--- config.mk ---
export PLATFORM = sky130hd
export DESIGN_NAME = enoc_node_interface
export DESIGN_NICKNAME = d
export VERILOG_FILES = /design/src/rtl/enoc_node_interface_pkg.sv /design/src/rtl/enoc_inject_fifo.sv /design/src/rtl/enoc_node_interface.sv
export SDC_FILE = /design/constraint.sdc
export NUM_CORES = 1
export LEC_CHECK = 0
export ABC_AREA = 1
export ABC_CLOCK_PERIOD_IN_PS = 9500
export BUFFER_PORTS_ARGS = -buffer_cell sky130_fd_sc_hd__buf_4
export CORE_MARGIN = 3
export CORE_UTILIZATION = 50
export DETAILED_ROUTE_END_ITERATION = 8
export GPL_ROUTABILITY_DRIVEN = 1
export GPL_TIMING_DRIVEN = 0
export PLACE_DENSITY = 0.7
export RECOVER_POWER = 25
export SKIP_LAST_GASP = 1
export SLEW_MARGIN = 10
export SYNTH_ARGS = -nofsm -noshare
export SYNTH_HDL_FRONTEND = slang
export SYNTH_SLANG_ARGS = --single-unit
--- constraint.sdc ---
create_clock -name clk -period 9.5 [get_ports clk]
set_clock_uncertainty 0.05 [all_clocks]
set_input_delay 0.95 -clock clk [delete_from_list [all_inputs] [get_ports clk]]
set_output_delay 0.95 -clock clk [all_outputs]
set_load 0.005 [all_outputs]
--- src/rtl/enoc_node_interface_pkg.sv ---
// Shared types for the ENoC node interface: packet layout, field widths, saturating counter helper.
package enoc_node_interface_pkg;

    localparam int NODES_DEF    = 16;
    localparam int ID_W         = $clog2(NODES_DEF);
    localparam int TS_WIDTH_DEF = 16;
    localparam int PAYLOAD_W    = 32;

    typedef struct packed {
        logic                    measure;
        logic [TS_WIDTH_DEF-1:0] timestamp;
        logic [ID_W-1:0]         source;
        logic [ID_W-1:0]         dest;
        logic [PAYLOAD_W-1:0]    payload;
    } packet_t;

    // Holds at max_v instead of wrapping.
    function automatic logic [63:0] sat_inc(input logic [63:0] v, input logic [63:0] max_v);
        return (v >= max_v) ? v : v + 64'd1;
    endfunction

endpackage

--- src/rtl/enoc_inject_fifo.sv ---
// Injection FIFO: registered storage, head valid the cycle after the first push (no fall-through).
// Latency 1 cycle push-to-head; the caller must gate push with full/pop, full is a registered flag.
// Backpressure: none internally; pop is only honoured by the caller while not empty.
module enoc_inject_fifo
    import enoc_node_interface_pkg::*;
#(
    parameter int DEPTH = 8
) (
    input  logic    clk,
    input  logic    reset_n,
    input  logic    push,
    input  packet_t push_data,
    input  logic    pop,
    output packet_t head,
    output logic    empty,
    output logic    full
);

    localparam int AW = $clog2(DEPTH);
    localparam logic [AW:0] FULL_CNT = (AW+1)'(DEPTH);

    packet_t         mem_q [DEPTH];
    logic [AW-1:0]   wr_ptr_q, wr_ptr_d;
    logic [AW-1:0]   rd_ptr_q, rd_ptr_d;
    logic [AW:0]     cnt_q, cnt_d;
    logic            full_q, full_d;

    always_comb begin
        wr_ptr_d = wr_ptr_q;
        rd_ptr_d = rd_ptr_q;
        cnt_d    = cnt_q;
        if (push) wr_ptr_d = wr_ptr_q + 1'b1;
        if (pop)  rd_ptr_d = rd_ptr_q + 1'b1;
        case ({push, pop})
            2'b10:   cnt_d = cnt_q + 1'b1;
            2'b01:   cnt_d = cnt_q - 1'b1;
            default: cnt_d = cnt_q;
        endcase
        full_d = (cnt_d == FULL_CNT);
    end

    always_ff @(posedge clk or negedge reset_n) begin
        if (!reset_n) begin
            wr_ptr_q <= '0;
            rd_ptr_q <= '0;
            cnt_q    <= '0;
            full_q   <= 1'b0;
        end else begin
            wr_ptr_q <= wr_ptr_d;
            rd_ptr_q <= rd_ptr_d;
            cnt_q    <= cnt_d;
            full_q   <= full_d;
        end
    end

    always_ff @(posedge clk) begin
        if (push) mem_q[wr_ptr_q] <= push_data;
    end

    // Stale RAM contents are masked so an empty queue always presents zero.
    assign empty = (cnt_q == '0);
    assign full  = full_q;
    assign head  = empty ? '0 : mem_q[rd_ptr_q];

endmodule

--- src/rtl/enoc_node_interface.sv ---
// Node interface: stamps and queues source packets for the network, registers ejected packets to the sink.
// Latency: push to o_net_data_val 1 cycle; ejection to o_sink_val 1 cycle. LATENCY_MEASURE_EN adds o_lat/o_lat_val/o_lat_max.
// Backpressure: i_net_en stalls injection, full FIFO drops source packets; ejection never stalls (o_net_en=1).
module enoc_node_interface
    import enoc_node_interface_pkg::*;
#(
    parameter int NODE_ID    = 0,
    parameter int NODES      = 16,
    parameter int FIFO_DEPTH = 8,
    parameter int TS_WIDTH   = 16,
    parameter int CNT_WIDTH  = 32
) (
    input  logic                 clk,
    input  logic                 reset_n,
    input  packet_t              i_src_data,
    input  logic                 i_src_val,
    output logic                 o_src_full,
    output packet_t              o_net_data,
    output logic                 o_net_data_val,
    input  logic                 i_net_en,
    input  packet_t              i_net_data,
    input  logic                 i_net_data_val,
    output logic                 o_net_en,
    output packet_t              o_sink_data,
    output logic                 o_sink_val,
    output logic [CNT_WIDTH-1:0] o_tx_count,
    output logic [CNT_WIDTH-1:0] o_rx_count,
    output logic [CNT_WIDTH-1:0] o_drop_count,
    output logic                 o_misroute
`ifdef LATENCY_MEASURE_EN
    ,
    output logic [TS_WIDTH-1:0]  o_lat,
    output logic                 o_lat_val,
    output logic [TS_WIDTH-1:0]  o_lat_max
`endif
);

    localparam int NODE_ID_W = $clog2(NODES);
    localparam logic [NODE_ID_W-1:0] NODE_ID_C = NODE_ID_W'(NODE_ID);
    localparam logic [63:0] CNT_MAX = {{(64-CNT_WIDTH){1'b0}}, {CNT_WIDTH{1'b1}}};

    packet_t                fifo_head, push_entry;
    logic                   fifo_empty, fifo_full;
    logic                   push, pop, drop, eject;
    logic [TS_WIDTH-1:0]    cycle_q, cycle_d;
    logic                   net_en_q, net_en_d;
    logic                   sink_val_q, sink_val_d;
    packet_t                sink_data_q, sink_data_d;
    logic [CNT_WIDTH-1:0]   tx_q, tx_d, rx_q, rx_d, drop_q, drop_d;
    logic                   misroute_q, misroute_d;
`ifdef LATENCY_MEASURE_EN
    logic [TS_WIDTH-1:0]    lat_q, lat_d, lat_max_q, lat_max_d;
    logic                   lat_val_q, lat_val_d;
`endif

    always_comb begin
        pop        = !fifo_empty && i_net_en;
        push       = i_src_val && (!fifo_full || pop);
        drop       = i_src_val && fifo_full && !pop;
        eject      = i_net_data_val && net_en_q;

        push_entry           = i_src_data;
        push_entry.source    = ID_W'(NODE_ID_C);
        push_entry.timestamp = TS_WIDTH_DEF'(cycle_q);

        cycle_d     = cycle_q + 1'b1;
        net_en_d    = 1'b1;
        sink_val_d  = eject;
        sink_data_d = eject ? i_net_data : sink_data_q;
        tx_d        = pop   ? CNT_WIDTH'(sat_inc(64'(tx_q), CNT_MAX))   : tx_q;
        rx_d        = eject ? CNT_WIDTH'(sat_inc(64'(rx_q), CNT_MAX))   : rx_q;
        drop_d      = drop  ? CNT_WIDTH'(sat_inc(64'(drop_q), CNT_MAX)) : drop_q;
        misroute_d  = misroute_q | (eject && (i_net_data.dest != ID_W'(NODE_ID_C)));
`ifdef LATENCY_MEASURE_EN
        lat_d       = eject ? cycle_q - TS_WIDTH'(i_net_data.timestamp) : lat_q;
        lat_val_d   = eject;
        lat_max_d   = (eject && (lat_d > lat_max_q)) ? lat_d : lat_max_q;
`endif
    end

    always_ff @(posedge clk or negedge reset_n) begin
        if (!reset_n) begin
            cycle_q     <= '0;
            net_en_q    <= 1'b0;
            sink_val_q  <= 1'b0;
            sink_data_q <= '0;
            tx_q        <= '0;
            rx_q        <= '0;
            drop_q      <= '0;
            misroute_q  <= 1'b0;
`ifdef LATENCY_MEASURE_EN
            lat_q       <= '0;
            lat_val_q   <= 1'b0;
            lat_max_q   <= '0;
`endif
        end else begin
            cycle_q     <= cycle_d;
            net_en_q    <= net_en_d;
            sink_val_q  <= sink_val_d;
            sink_data_q <= sink_data_d;
            tx_q        <= tx_d;
            rx_q        <= rx_d;
            drop_q      <= drop_d;
            misroute_q  <= misroute_d;
`ifdef LATENCY_MEASURE_EN
            lat_q       <= lat_d;
            lat_val_q   <= lat_val_d;
            lat_max_q   <= lat_max_d;
`endif
        end
    end

    enoc_inject_fifo #(.DEPTH(FIFO_DEPTH)) u_inject_fifo (
        .clk       (clk),
        .reset_n   (reset_n),
        .push      (push),
        .push_data (push_entry),
        .pop       (pop),
        .head      (fifo_head),
        .empty     (fifo_empty),
        .full      (fifo_full)
    );

    assign o_src_full     = fifo_full;
    assign o_net_data     = fifo_head;
    assign o_net_data_val = !fifo_empty;
    assign o_net_en       = net_en_q;
    assign o_sink_val     = sink_val_q;
    assign o_sink_data    = sink_data_q;
    assign o_tx_count     = tx_q;
    assign o_rx_count     = rx_q;
    assign o_drop_count   = drop_q;
    assign o_misroute     = misroute_q;
`ifdef LATENCY_MEASURE_EN
    assign o_lat          = lat_q;
    assign o_lat_val      = lat_val_q;
    assign o_lat_max      = lat_max_q;
`endif

endmodule

-- After elaboration in Yosys (flattened, before gate mapping)
Memory sizes are Yosys's and may differ from the RTL's.
Cells that the tools add are included.
- latch bits: 0
- memory bits (read-only): 0
- bits in writable memories: 424
- register bits after elaboration: 183
- memories kept: 1
- word-level logic and storage cells: 54
- memory list (name ; words ; width ; rd ports ; clocked after Yosys merged registers in ; write ports ; line ; source):
    u_inject_fifo.mem_q ; 8 ; 53 ; 1 ; 0 ; 1 ; enoc_inject_fifo.sv:22 ; packet_t mem_q [DEPTH];
- muxes and demuxes: 4
- bitwise gates (word level): 4
- multipliers: 0
- add/subtract/negate cells: 8
- shift operators: 0
- div/mod/pow operators: 0
- magnitude comparators: 3
- reduce and logical (&&, ||, !) cells: 15
- eq/ne operators: 3
- operators by type and width (kind ; number):
    32-bit by 1-bit adder with 32-bit output, second input constant ; 3
    32-bit >= comparator, second input constant ; 3
    57-bit two-way mux ; 1
    16-bit by 1-bit adder with 16-bit output, second input constant ; 1
    4-bit case mux with 2 select lines ; 1
    3-bit by 1-bit adder with 3-bit output, second input constant ; 2
    1-bit logical AND ; 6
    2-bit AND reduction ; 3
    4-bit by 1-bit adder with 4-bit output, second input constant ; 1
    4-bit == test, second input constant ; 1
    4-bit logical NOT ; 1
    4-bit nonzero test ; 1
    4-bit by 1-bit subtractor with 4-bit output, second input constant ; 1
    1-bit logical NOT ; 3
    1-bit NOT ; 3
    2-bit by 1-bit == test with 1-bit output, second input constant ; 1
    2-bit == test, second input constant ; 1
    1-bit two-way mux ; 2
    1-bit logical OR ; 1
    1-bit bitwise OR ; 1

-- Logic depth before layout (Yosys ltp)
- depth after elaboration: 8
- mapped depth: 16
- depth with buffers taken out: 16

-- Hierarchy
From an unflattened synthesis, not the netlist that was laid out.
- cell total of the unflattened synthesis: 2715
- area, all modules: 27550.2 um2
- modules (own cells, without submodules) (module ; area an instance (um2) ; instances ; cells an instance):
    enoc_inject_fifo ; 18288.8 ; 1 ; 1377
    enoc_node_interface ; 9261.4 ; 1 ; 1338

-- Worst setup path after synthesis
OpenSTA, ideal clock, no wires.
- kind: in2reg
- from: input i_net_en
- to: memory u_inject_fifo.mem_q[0][0] (netlist name), enable pin
- required time: 8986 ps
- setup slack: 5190 ps
- buffers on the path: 0
- stages: 5
- data arrival time: 3796 ps
- library setup time: 464 ps
- cells stage by stage: nand2_2 > nand2_1 > nand2_1 > or2_2 > nor2_1
- word-level cells in the longest chain between the ends: 5
- RTL lines (item ; line ; source):
    start: declaration ; enoc_node_interface.sv:20 ; input logic i_net_en,
    1-bit logical AND ; enoc_node_interface.sv:57 ; pop = !fifo_empty && i_net_en;
    1-bit logical OR ; enoc_node_interface.sv:58 ; push = i_src_val && (!fifo_full || pop);
    1-bit logical AND ; enoc_node_interface.sv:58 ;
    1-bit two-way mux ; enoc_inject_fifo.sv:57 ; if (push) mem_q[wr_ptr_q] <= push_data;
    1-bit two-way mux (not written as such) ; enoc_inject_fifo.sv:57 ;
    end: declaration ; enoc_inject_fifo.sv:22 ;
No other way between the ends.

==> run metrics <==
register area=between 0.015 and 0.02 sq mm; Lkg Pwr=12.6 nW; share of layout cells above drive strength 1=0.151; worst-path maximum fanout=10; r2r worst-path depth=9; area grow syn2layout=21.6%; R2R Setup Slk=6.32 ns; Slew Viols, Final=0; cells after synthesis=around 2600; mapped cell area=0.0263 sq mm; first-pass GRT wire length=112000 um; die footprint=0.0553 sq mm; most used cell, CP=nor2_1; outcome=finished, final reports clean; EDFF count, synth=about 420; Initial DRC Count=1852; Die Wd=235 um; Die Span Y=235 um; Filler cells=slightly above 4000; Worst-path clk slew=0.06 ns; DR vias=20379; Congestion Overflow GR=0; max incr delay on CP=0.53 ns; Seq/Total Area, Yosys=0.659; CTS Sinks=607; CTS H-Tree Depth=3; antenna-violating nets left=0; Worst Hold Class=input pin to asynchronous set/reset pin; Post-layout nets=3129; cells along the critical path=inv_1, buf_4, clkbuf_1, nor2_1, o32ai_1, nor2_1, nor2_1, buf_4; Total GRT Usage=0.257; Worst-Skew Late Latency=0.60 ns; Final min period=a little over 4 ns; DR WL/cell=19.3 um; Port Buf Inserts=309; Core ar.=0.0516 sq mm; DRC viols=0; final WL=72200 um; cts bufs inserted=67; setup violators final=0; Max clock buf depth=3; placed inst area=0.0299 sq mm; Seq cells post-synth=607; yosys warns=0; clock share of power=0.289; vias per inst=5.46; Root Buffer=clkbuf_16; worst-margin pin slew=0.726 ns; Critical Path RT=approximately 8.5 ns; r2r startpoint=u_inject_fifo.cnt_q[1]; number of buffers and inverters on the critical path=4; CTS tree=built; Synth top area share=0.485; Seq pwr share=0.375; synth top area cells=edfxtp_1 (48%), dfrtp_1 (17%), nand2_1 (10%), nor2_1 (8.4%), o21ai_0 (4.9%); FF-to-FF End=u_inject_fifo.mem_q[0][46]; Switching Power=3.13 mW; # rows=83; initial core utilization=0.509; gpl congestion=0.926; initial antenna violation count=5; Pint=5.80 mW; Logic pwr share=0.336; PwrDens=280 mW/mm^2; # Post-CTS Setup Buffers=0; final hold vios=0; Worst path slowest cell=clkbuf_1; worst rel slew slack=0.516; switch share=0.350; fin area=between 0.03 and 0.04 sq mm; Yosys top cell by area=edfxtp_1; maximum vdd ir drop=approximately 0.19 mV; vias in the first global route=roughly 20000; Netlist cell types=34; Async S/R FF share, synth=0.301; Multi-input gate area=0.00826 sq mm; syn avg cell area=10.1 sq um; # IOs=334; Worst Setup End Kind=primary output; DR pass1 iterations=5; WS Path Type=flip-flop to primary output; DP HPWL=49700 um; RSZ-0062 raised after global routing=no; quantity of hold-fixing buffers added after cts=0; post_cts resized=0; Crit. path cell count=8; top_reg_cell synth=edfxtp_1; Critical Path AT=3.04 ns; MaxCap Viol Count=0; Final period util=0.425; Final TNS setup=0 ns; largest net degree at the start of global routing=103; Crit path max-delay family=buffers and inverters; Critical Path Start Type=flip-flop; fmax=247 MHz
-- cell families (layout without fill, tap and decap cells) --
kind of cell	Yosys count	count (layout)	share of synthesized area
flip-flops	607	607	0.659
other	2	6	0.000286
adder cells (fa/ha/maj)	9	9	0.00429
buffers and inverters	171	617	0.0286
AO/OA/AOI/OAI	352	352	0.0750
AND/OR/NAND/NOR	1403	1403	0.213
XOR/XNOR	59	59	0.0197
-- worst register-to-register path, stage by stage, from the launching register on --
cell,delay (ns)
dfrtp_1,0.40
inv_1,0.10
nand3_2,0.34
nand2_2,0.25
nand2_1,0.17
nand2_1,0.17
or2_2,0.43
nor2_4,0.46
buf_12,0.26
buf_12,0.22
-- layer usage --
layer | track usage | up-vias | part of all wire
met5 | 0 | - | 0.00058
met1 | 0.336 | 9910 | 0.41
met3 | 0.0537 | 182 | 0.072
met2 | 0.430 | 715 | 0.49
li1 | - | 9566 | -
met4 | 0.0842 | 6 | 0.030
-- how the worst max path moves through the flow --
stage	start	end	slack [ns]
global placement	i_net_en	u_inject_fifo.mem_q[2][46]	2.86
finish	u_inject_fifo.rd_ptr_q[0]	o_net_data[26]	5.46
floorplan	i_net_en	u_inject_fifo.mem_q[0][0]	5.19
detailed placement	u_inject_fifo.rd_ptr_q[0]	o_net_data[12]	6.10
global route	u_inject_fifo.rd_ptr_q[0]	o_net_data[26]	5.31
CTS	u_inject_fifo.rd_ptr_q[0]	o_net_data[12]	5.44
-- stage by stage --
stage	util	setup slack, ns	hold WS [ns]	cells	total power, mW
floorplan	-	5.19	0.418	2606	4.94
global placement	0.570	2.86	0.415	3595	6.29
detailed placement	0.579	6.10	0.416	3612	6.40
CTS	0.621	5.44	0.297	3732	8.99
global route	0.619	5.31	0.333	3732	9.40
finish	0.619	5.46	0.292	3733	8.93
-- layout make-up --
cell class	instances	share of cell area
flip-flops and latches	607	0.542
multi-input cells	1828	0.259
repair buffers	326	0.0804
clock buffers	87	0.0578
well taps	680	0.0266
plain buffers	119	0.0174
clock inverters	33	0.0108
inverters	52	0.00611
diodes	1	0.0000784
-- sequential cells by signal, indices dropped and copies added (netlist names) --
register	count
u_inject_fifo.mem_q	424
o_sink_data	57
o_drop_count	32
o_rx_count	32
o_tx_count	32
cycle_q	16
u_inject_fifo.cnt_q	4
u_inject_fifo.rd_ptr_q	3
u_inject_fifo.wr_ptr_q	3
o_misroute	1
o_net_en	1
o_sink_val	1
u_inject_fifo.full	1
-- cells in the final DEF, fill, tap and decap left out, types with 9 or more instances in the layout --
master	netlist	layout
o32ai_1	53	53
buf_1	11	11
buf_2	31	31
buf_12	0	12
xor2_1	31	31
dfrtp_1	183	183
nand4_1	13	13
clkbuf_16	0	69
nand2_1	706	706
nand3_1	28	28
xnor2_1	28	28
clkinv_1	2	14
nor2_1	591	583
nand3b_1	38	38
o21ai_0	258	258
clkinv_2	0	9
clkbuf_1	62	112
buf_4	11	282
nor2_4	7	15
o21ai_1	35	35
inv_1	45	45
edfxtp_1	424	424
ha_1	9	9
-- power groups by stage --
| stage | registers, mW | logic (mW) | clock network (mW) |
|---|---|---|---|
| 2_1_floorplan | 3.38 | 1.55 | 0 |
| 3_3_place_gp | 3.43 | 2.86 | 0 |
| 3_5_place_dp | 3.39 | 3.00 | 0 |
| 4_1_cts | 3.34 | 3.02 | 2.62 |
| 5_1_grt | 3.37 | 3.29 | 2.74 |
| 6_report | 3.35 | 3.00 | 2.58 |
-- synth_stat cells (7+ instances only) --
| master | n |
|---|---|
| o21ai_1 | 35 |
| o32ai_1 | 53 |
| nand3_1 | 28 |
| nor2_1 | 591 |
| xor2_1 | 31 |
| edfxtp_1 | 424 |
| dfrtp_1 | 183 |
| nand3b_1 | 38 |
| o21ai_0 | 258 |
| nand2_1 | 706 |
| buf_2 | 31 |
| inv_1 | 45 |
| buf_1 | 11 |
| xnor2_1 | 28 |
| ha_1 | 9 |
| clkbuf_1 | 62 |
| nor2_4 | 7 |
| nand4_1 | 13 |
| buf_4 | 11 |
Power figures use the tool's default switching activity.
